===== config.mk =====
export PLATFORM = sky130hd
export DESIGN_NAME = address_fsm
export DESIGN_NICKNAME = d
export VERILOG_FILES = /design/src/rtl/address_fsm.sv
export SDC_FILE = /design/constraint.sdc
export NUM_CORES = 1
export LEC_CHECK = 0
export BUFFER_PORTS_ARGS = -buffer_cell sky130_fd_sc_hd__buf_2
export CAP_MARGIN = 5
export CORE_UTILIZATION = 35
export CTS_CLUSTER_SIZE = 40
export DETAILED_ROUTE_END_ITERATION = 12
export HOLD_SLACK_MARGIN = 0.15
export PLACE_DENSITY = 0.67
export SYNTH_ARGS = -nofsm -noshare
export SYNTH_HDL_FRONTEND = slang
export SYNTH_SLANG_ARGS = --single-unit
export TNS_END_PERCENT = 20

===== constraint.sdc =====
create_clock -name clk_i -period 2.9 [get_ports clk_i]
set_clock_uncertainty 0.15 [all_clocks]
set_input_delay 0.145 -clock clk_i [delete_from_list [all_inputs] [get_ports clk_i]]
set_output_delay 0.145 -clock clk_i [all_outputs]
set_load 0.01 [all_outputs]

===== src/rtl/address_fsm.sv =====
// Read-address generator: expands one micro-instruction (start address, length)
// into a burst of consecutive read addresses over a valid/ready channel.
package config_pkg;
  typedef logic [31:0] addr_t;
  localparam int unsigned LEN_W = 8;
  typedef struct packed {
    logic [7:0]       code;
    addr_t            addr;
    logic [LEN_W-1:0] len;
  } uinstr_t;
endpackage

module address_fsm
  import config_pkg::*;
#(
  parameter int unsigned ADDR_WIDTH = $bits(addr_t),
  parameter int unsigned LEN_WIDTH  = 8
) (
  input  logic    clk_i,
  input  logic    arst_ni,
  input  uinstr_t uinstr_i,
  input  logic    uinstr_valid_i,
  output logic    uinstr_ready_o,
  output addr_t   rd_addr_o,
  output logic    rd_addr_valid_o,
  input  logic    rd_addr_ready_i
);

  localparam logic [0:0] ST_IDLE  = 1'b0;
  localparam logic [0:0] ST_ISSUE = 1'b1;

  logic [0:0]            state_r;
  logic [0:0]            state_s;
  logic [ADDR_WIDTH-1:0] cur_addr_r;
  logic [ADDR_WIDTH-1:0] cur_addr_s;
  logic [LEN_WIDTH-1:0]  remaining_r;
  logic [LEN_WIDTH-1:0]  remaining_s;
  logic [LEN_WIDTH-1:0]  len_s;
  logic                  unused_code_s;

  assign len_s         = LEN_WIDTH'(uinstr_i.len);
  assign unused_code_s = ^uinstr_i.code;

  // Next-state and datapath update; only the accepting edge samples uinstr_i.
  always_comb begin
    state_s     = state_r;
    cur_addr_s  = cur_addr_r;
    remaining_s = remaining_r;
    case (state_r)
      ST_IDLE: begin
        if (uinstr_valid_i) begin
          cur_addr_s  = ADDR_WIDTH'(uinstr_i.addr);
          remaining_s = len_s;
          if (len_s != {LEN_WIDTH{1'b0}}) begin
            state_s = ST_ISSUE;
          end else begin
            state_s = ST_IDLE;
          end
        end else begin
          state_s = ST_IDLE;
        end
      end
      ST_ISSUE: begin
        if (rd_addr_ready_i) begin
          // Address wraps modulo 2^ADDR_WIDTH and the burst carries on.
          cur_addr_s  = cur_addr_r + ADDR_WIDTH'(1);
          remaining_s = remaining_r - LEN_WIDTH'(1);
          if (remaining_r == LEN_WIDTH'(1)) begin
            state_s = ST_IDLE;
          end else begin
            state_s = ST_ISSUE;
          end
        end else begin
          state_s = ST_ISSUE;
        end
      end
      default: begin
        state_s = ST_IDLE;
      end
    endcase
  end

  // State and burst registers; reset aborts any burst in flight.
  always_ff @(posedge clk_i or negedge arst_ni) begin
    if (!arst_ni) begin
      state_r     <= ST_IDLE;
      cur_addr_r  <= {ADDR_WIDTH{1'b0}};
      remaining_r <= {LEN_WIDTH{1'b0}};
    end else begin
      state_r     <= state_s;
      cur_addr_r  <= cur_addr_s;
      remaining_r <= remaining_s;
    end
  end

  // Handshake outputs decode the state register only, so no input reaches an output.
  assign uinstr_ready_o  = (state_r == ST_IDLE);
  assign rd_addr_valid_o = (state_r == ST_ISSUE);
  assign rd_addr_o       = addr_t'(cur_addr_r);

endmodule


Word level (Yosys, flattened, before mapping)

Index checks and enable logic that the tools add are counted.

Bits in registers: 41
Input port bits: 52
Logic and storage cells: 22
Output and inout bits: 34

Eq/ne operators: 3
Bitwise gates (word level): 1
Reduce and logical (&&, ||, !) cells: 2
Multiplexer cells: 11
Add/subtract/negate cells: 2

Operator list:

| cell                    | count |
|---|---|
| $mux W32                | 2 |
| $pmux W32 S2            | 1 |
| $add A32 B1 Y32 const B | 1 |
| $mux W8                 | 2 |
| $pmux W8 S2             | 1 |
| $eq A8 B1 Y1 const B    | 1 |
| $reduce_bool A8 Y1      | 1 |
| $sub A8 B1 Y8 const B   | 1 |
| $mux W1                 | 4 |
| $ne A2 B2 Y1 const B    | 2 |
| $pmux W1 S2             | 1 |
| $reduce_and A2 Y1       | 1 |
| $not A1 Y1              | 1 |

Longest topological paths before layout

Depth in word-level cells: 4
Gate-level depth with buffers: 7
Gate-level depth less buffers: 7

Worst setup path after synthesis

OpenSTA, ideal clock, no wires.

Kind: reg-to-reg
From: register cur_addr_r[2] (netlist: rd_addr_o[2])
To: register cur_addr_r[18] (netlist: rd_addr_o[18])
Setup time: 0.126 ns
Buffers on the path: 0
Stages on the path, launching flop included: 6
Setup slack: 0.993 ns
Data required time: 2.624 ns
Arrival: 1.631 ns
Period minus slack after synthesis: 1.907 ns
Cell sequence: dfrtp_1 > and4_1 > nand3_1 > or4_1 > mux2i_1 > a221o_1

Longest elaborated chain between the ends: 3

Ends and longest elaborated chain:

| element                  | line | source |
|---|---|---|
| start: declaration       | 34   | `logic [ADDR_WIDTH-1:0] cur_addr_r;` |
| start signal: assignment | 87   | `cur_addr_r <= {ADDR_WIDTH{1'b0}};` |
| start signal: assignment | 91   | `cur_addr_r <= cur_addr_s;` |
| $add A32 B1 Y32          | 66   | `cur_addr_s = cur_addr_r + ADDR_WIDTH'(1);` |
| $mux W32                 | 64   | `if (rd_addr_ready_i) begin` |
| $pmux W32 S2             | 49   | `case (state_r)` |

Every way passes these cells. The select of a mux whose other input is x is not followed.
A chain may end at the register's enable or synchronous reset.

Worst setup path after layout

From: register state_r (netlist: rd_addr_valid_o)
To: register state_r (netlist: rd_addr_valid_o)

Longest elaborated chain between the ends: 2

Ends and longest elaborated chain:

| element                  | line | source |
|---|---|---|
| start: declaration       | 32   | `logic [0:0] state_r;` |
| start signal: assignment | 90   | `state_r <= state_s;` |
| $not A1 Y1               | -    |  |
| $pmux W1 S2 *            | 49   |  |
| named net state_s        | 33   | `logic [0:0] state_s;` |

The timed path passes the listed nets; every way through them passes the cells marked *.

==> summary.md <==
| Metric | Value |
|---|---|
| Status | completed |
| Floorplan die area | about 7600 um2 |
| Placement Rows | 30 |
| Hold-critical path endpoint | remaining_r[1] |
| Max-capacitance violation count | 0 |
| Cell at the root of the clock tree | clkbuf_8 |
| Post-route DRC | 0 |
| Total setup violations reported at the end of the flow | 0 |
| Final worst-path setup slack | 0.4063 ns |
| Critical path required time | 2.93 ns |
| Share of layout cells above drive strength 1 | 25.12% |
| Combinational share of power | 46.9% |
| Launch instance of the worst register-to-register path | rd_addr_valid_o |
| Post-detailed-route wirelength per cell | roughly 15 um |
| Vias in the first global route | approximately 2.7k |
| Tightest slew margin relative to the limit | 36.06% |
| Portion of total power attributed to the clock network | 11.7% |
| LEAKAGE | 0.001580 uW |
| # H-tree levels | 2 |
| Fraction of registers with async set or reset after synthesis | 100.0% |
| Clock latency on the worst-skew pair | 0.29 ns |
| Destination of the worst register-to-register timing path | rd_addr_valid_o |
| Worst Setup Slack post-DPL | 0.6610 ns |
| Class of the tightest hold or removal check | in -> reg |
| Slack of the worst reg-to-reg path | 0.41 ns |
| Vias | ~2.7k |
| Data arrival at the endpoint of the critical path | 2.52 ns |
| Pins over their slew limit | 0 |
| Number of standard cells after synthesis | 289 |
| Total routing usage reported by global routing | 21.26% |
| Post-route design area | 3535 um2 |
| Initial core utilization | 36.87% |
| Most frequent standard cell in the layout excluding fill and tap cells | buf_2 |
| Launch instance of the worst min-delay path | rd_addr_ready_i |
| Yosys cell types | 54 |
| Leading cell types by total area after synthesis | dfrtp_1 (40%), nand2_1 (6.0%), nor2_1 (4.4%), a21oi_1 (3.7%), mux2i_1 (3.5%) |
| Highest routed layer | met4 |
| I/O Buffers | 77 |
| Count of flip-flops with a built-in enable after synthesis | 0 |
| Number of placed I/O pins | 86 |
| Total met3 wirelength after detailed routing | 475 um |
| Max Fclk | around 0.40 GHz |
| WHS Path Cells | 3 |
| Clock slew seen by the registers of the worst setup and hold paths | 0.07 ns |
| Sequential element share of the synthesized area | 40.29% |
| Routability congestion estimate | 0.8453 |
| Die H | between 80 and 90 um |
| Final worst path period share | 85.99% |
| Cell accounting for the most synthesized area | dfrtp_1 |
| GRT Residual Overflow | 0 |
| Commonest register cell after synthesis | dfrtp_1 |
| Area after detailed placement | 3033 um2 |
| Transition time of the tightest slew-check pin | 0.9591 ns |
| Total clock buffers created by CTS | 5 |
| Peak supply drop | 0.4412 mV |
| Leading cell types in the layout, fill and taps excluded | buf_2 (77), dlygate4sd3_1 (42), nand2_1 (41) |
| Unrepaired setup endpoints after global routing | no |
| Net switching power | 1375 uW |
| Total Routed Length | between 7000 and 8000 um |
| Maximum number of pins on one net before global-route repair | 42 |
| Setup TNS | 0 ns |
| Synthesized netlist net count | between 300 and 400 |
| Average cell area after synthesis | 8.810 um2 |
| Bufs on Longest Clock Path | 2 |
| Time the worst path needs with I/O delays and setup | around 2.5 ns |
| Clk sink count | 41 |
| Share of the synthesized area in the top cell type | 40.29% |
| Setup Buffers After CTS | 0 |
| Vias/cell | 5.364 |
| Antenna fix cells | 0 |
| Worst Reg-to-Reg Cells | 6 |
| Sort of element at the start of the critical path | flop |
| Floorplan die width | 87.29 um |
| Ys Warns | 0 |
| Switching part of the total | 44.80% |
| Wire length on met1 | 3499 um |
| CP max FO | 21 |
| HPWL reported at the end of detailed placement | 5260 um |
| Post-synthesis instance area | 2546 um2 |
| CTS tree | done |
| Fin. Hold Viols | 0 |
| Pwr/cell area | around 870 nW/um2 |
| Number of antenna violations at the first check in global routing | 0 |
| Type of destination of the critical path | flop |
| Power share of the sequential group | 41.3% |
| Int Pwr | ~1700 uW |
| Worst Setup Path Type | reg -> reg |
| Iteration-0 DRC Markers | 190 |
| First-pass detailed-route iteration total | 4 |
| Flip-flop and latch count after synthesis | a little over 40 |
| Nets | between 400 and 500 |
| Floorplan Core Area | 6907 um2 |
| Wire length of the first global-routing pass | about 13000 um |
| Met2 Wirelength | 3492 um |
| Number of nets still failing antenna checks after routing | 0 |
| Layout-stage area growth over the synthesis result | 38.82% |
-- logic make-up (layout without fill, tap and decap cells) --
kind of cell,Yosys count,in the layout,share of synthesized area [%]
AO/OA/AOI/OAI,70,70,18.62
XOR/XNOR,11,11,3.784
adder cells (fa/ha/maj),3,3,1.474
buffers and inverters,15,136,3.047
flip-flops,41,41,40.29
multiplexers,9,9,3.538
AND/OR/NAND/NOR,140,140,29.24
-- worst max-delay path by stage --
stage / start / to / slack, ns / cells after the start
after floorplan: rd_addr_o[2] / rd_addr_o[18] / 0.99 / 5
after global placement: rd_addr_valid_o / rd_addr_o[25] / 0.71 / 5
after detailed placement: rd_addr_valid_o / rd_addr_o[21] / 0.66 / 5
after CTS: rd_addr_valid_o / rd_addr_valid_o / 0.17 / 6
after global routing: rd_addr_valid_o / rd_addr_valid_o / 0.26 / 6
final: rd_addr_valid_o / rd_addr_valid_o / 0.41 / 6
-- layout make-up --
cell class | instances | area (um2)
clock buffer | 8 | 80.08
fill | 705 | 3372
inverter | 3 | 11.26
multi-input combinational | 233 | 1445
sequential | 41 | 1027
tap | 96 | 120.1
timing repair buffer | 125 | 850.8
-- critical path, stage by stage, from the launching register on --
cell           delay [ns]
dfrtp_2              0.61
clkinv_1             0.15
nand2_1              0.39
buf_4                0.30
a21oi_1              0.05
dlygate4sd3_1        0.57
a21o_1               0.16
-- state kept, by name, summed over array words and instances, names as in the netlist --
signal,count
rd_addr_valid_o,1
remaining_r,8
rd_addr_o,32
-- cell usage after synthesis, types with 2 or more instances --
library cell	count
or3_1	2
a211oi_1	9
nand2_1	41
a31oi_1	2
nor2b_1	5
nor2_1	30
o21a_1	5
a21oi_1	19
a21o_1	2
o211ai_1	6
nand3b_1	2
inv_1	2
and3_2	3
ha_1	3
a311oi_1	2
xor2_1	8
nand4_2	3
dfrtp_1	41
o21ai_0	6
clkbuf_1	5
clkbuf_8	2
o32ai_1	2
xnor2_1	3
and3_1	6
nor4_1	2
o21ba_2	2
o22ai_1	4
a22oi_1	2
mux2i_1	9
and4_1	2
buf_1	4
nand4_1	9
o311ai_1	2
nand3_1	14
nor3_1	10
and2_1	2
-- routing by layer --
metal / GRT usage (%) / vias to the layer above
met3: 3.507 / 8
met2: 36.22 / 91
li1: - / 1313
met1: 27.69 / 1302
met5: 0 / -
met4: 6.110 / 0
-- power by group through the flow --
stage          clock (uW)  sequential, uW  combinational (uW)
3_5_place_dp            0            1270                1390
2_1_floorplan           0            1250                 866
6_report              360            1270                1440
5_1_grt               393            1320                1610
4_1_cts               371            1260                1440
3_3_place_gp            0            1250                1340
-- what timing repair did --
action | in CTS | in global routing
hold endpoints to repair | 82 | 0
hold buffers | 42 | 0
endpoints found under the setup margin | 0 | 1
resized for setup | 0 | 1
-- stage by stage --
stage	utilization, %	power, uW	hold slack, ns	instances
2_1_floorplan	-	2117	-0.3006	289
3_3_place_gp	43.91	2596	0.2104	456
3_5_place_dp	43.91	2663	0.2129	456
4_1_cts	51.16	3073	0.1934	506
5_1_grt	51.18	3325	0.2279	506
6_report	51.18	3069	0.1973	506
Note: power is estimated with default switching activity, not from simulation.
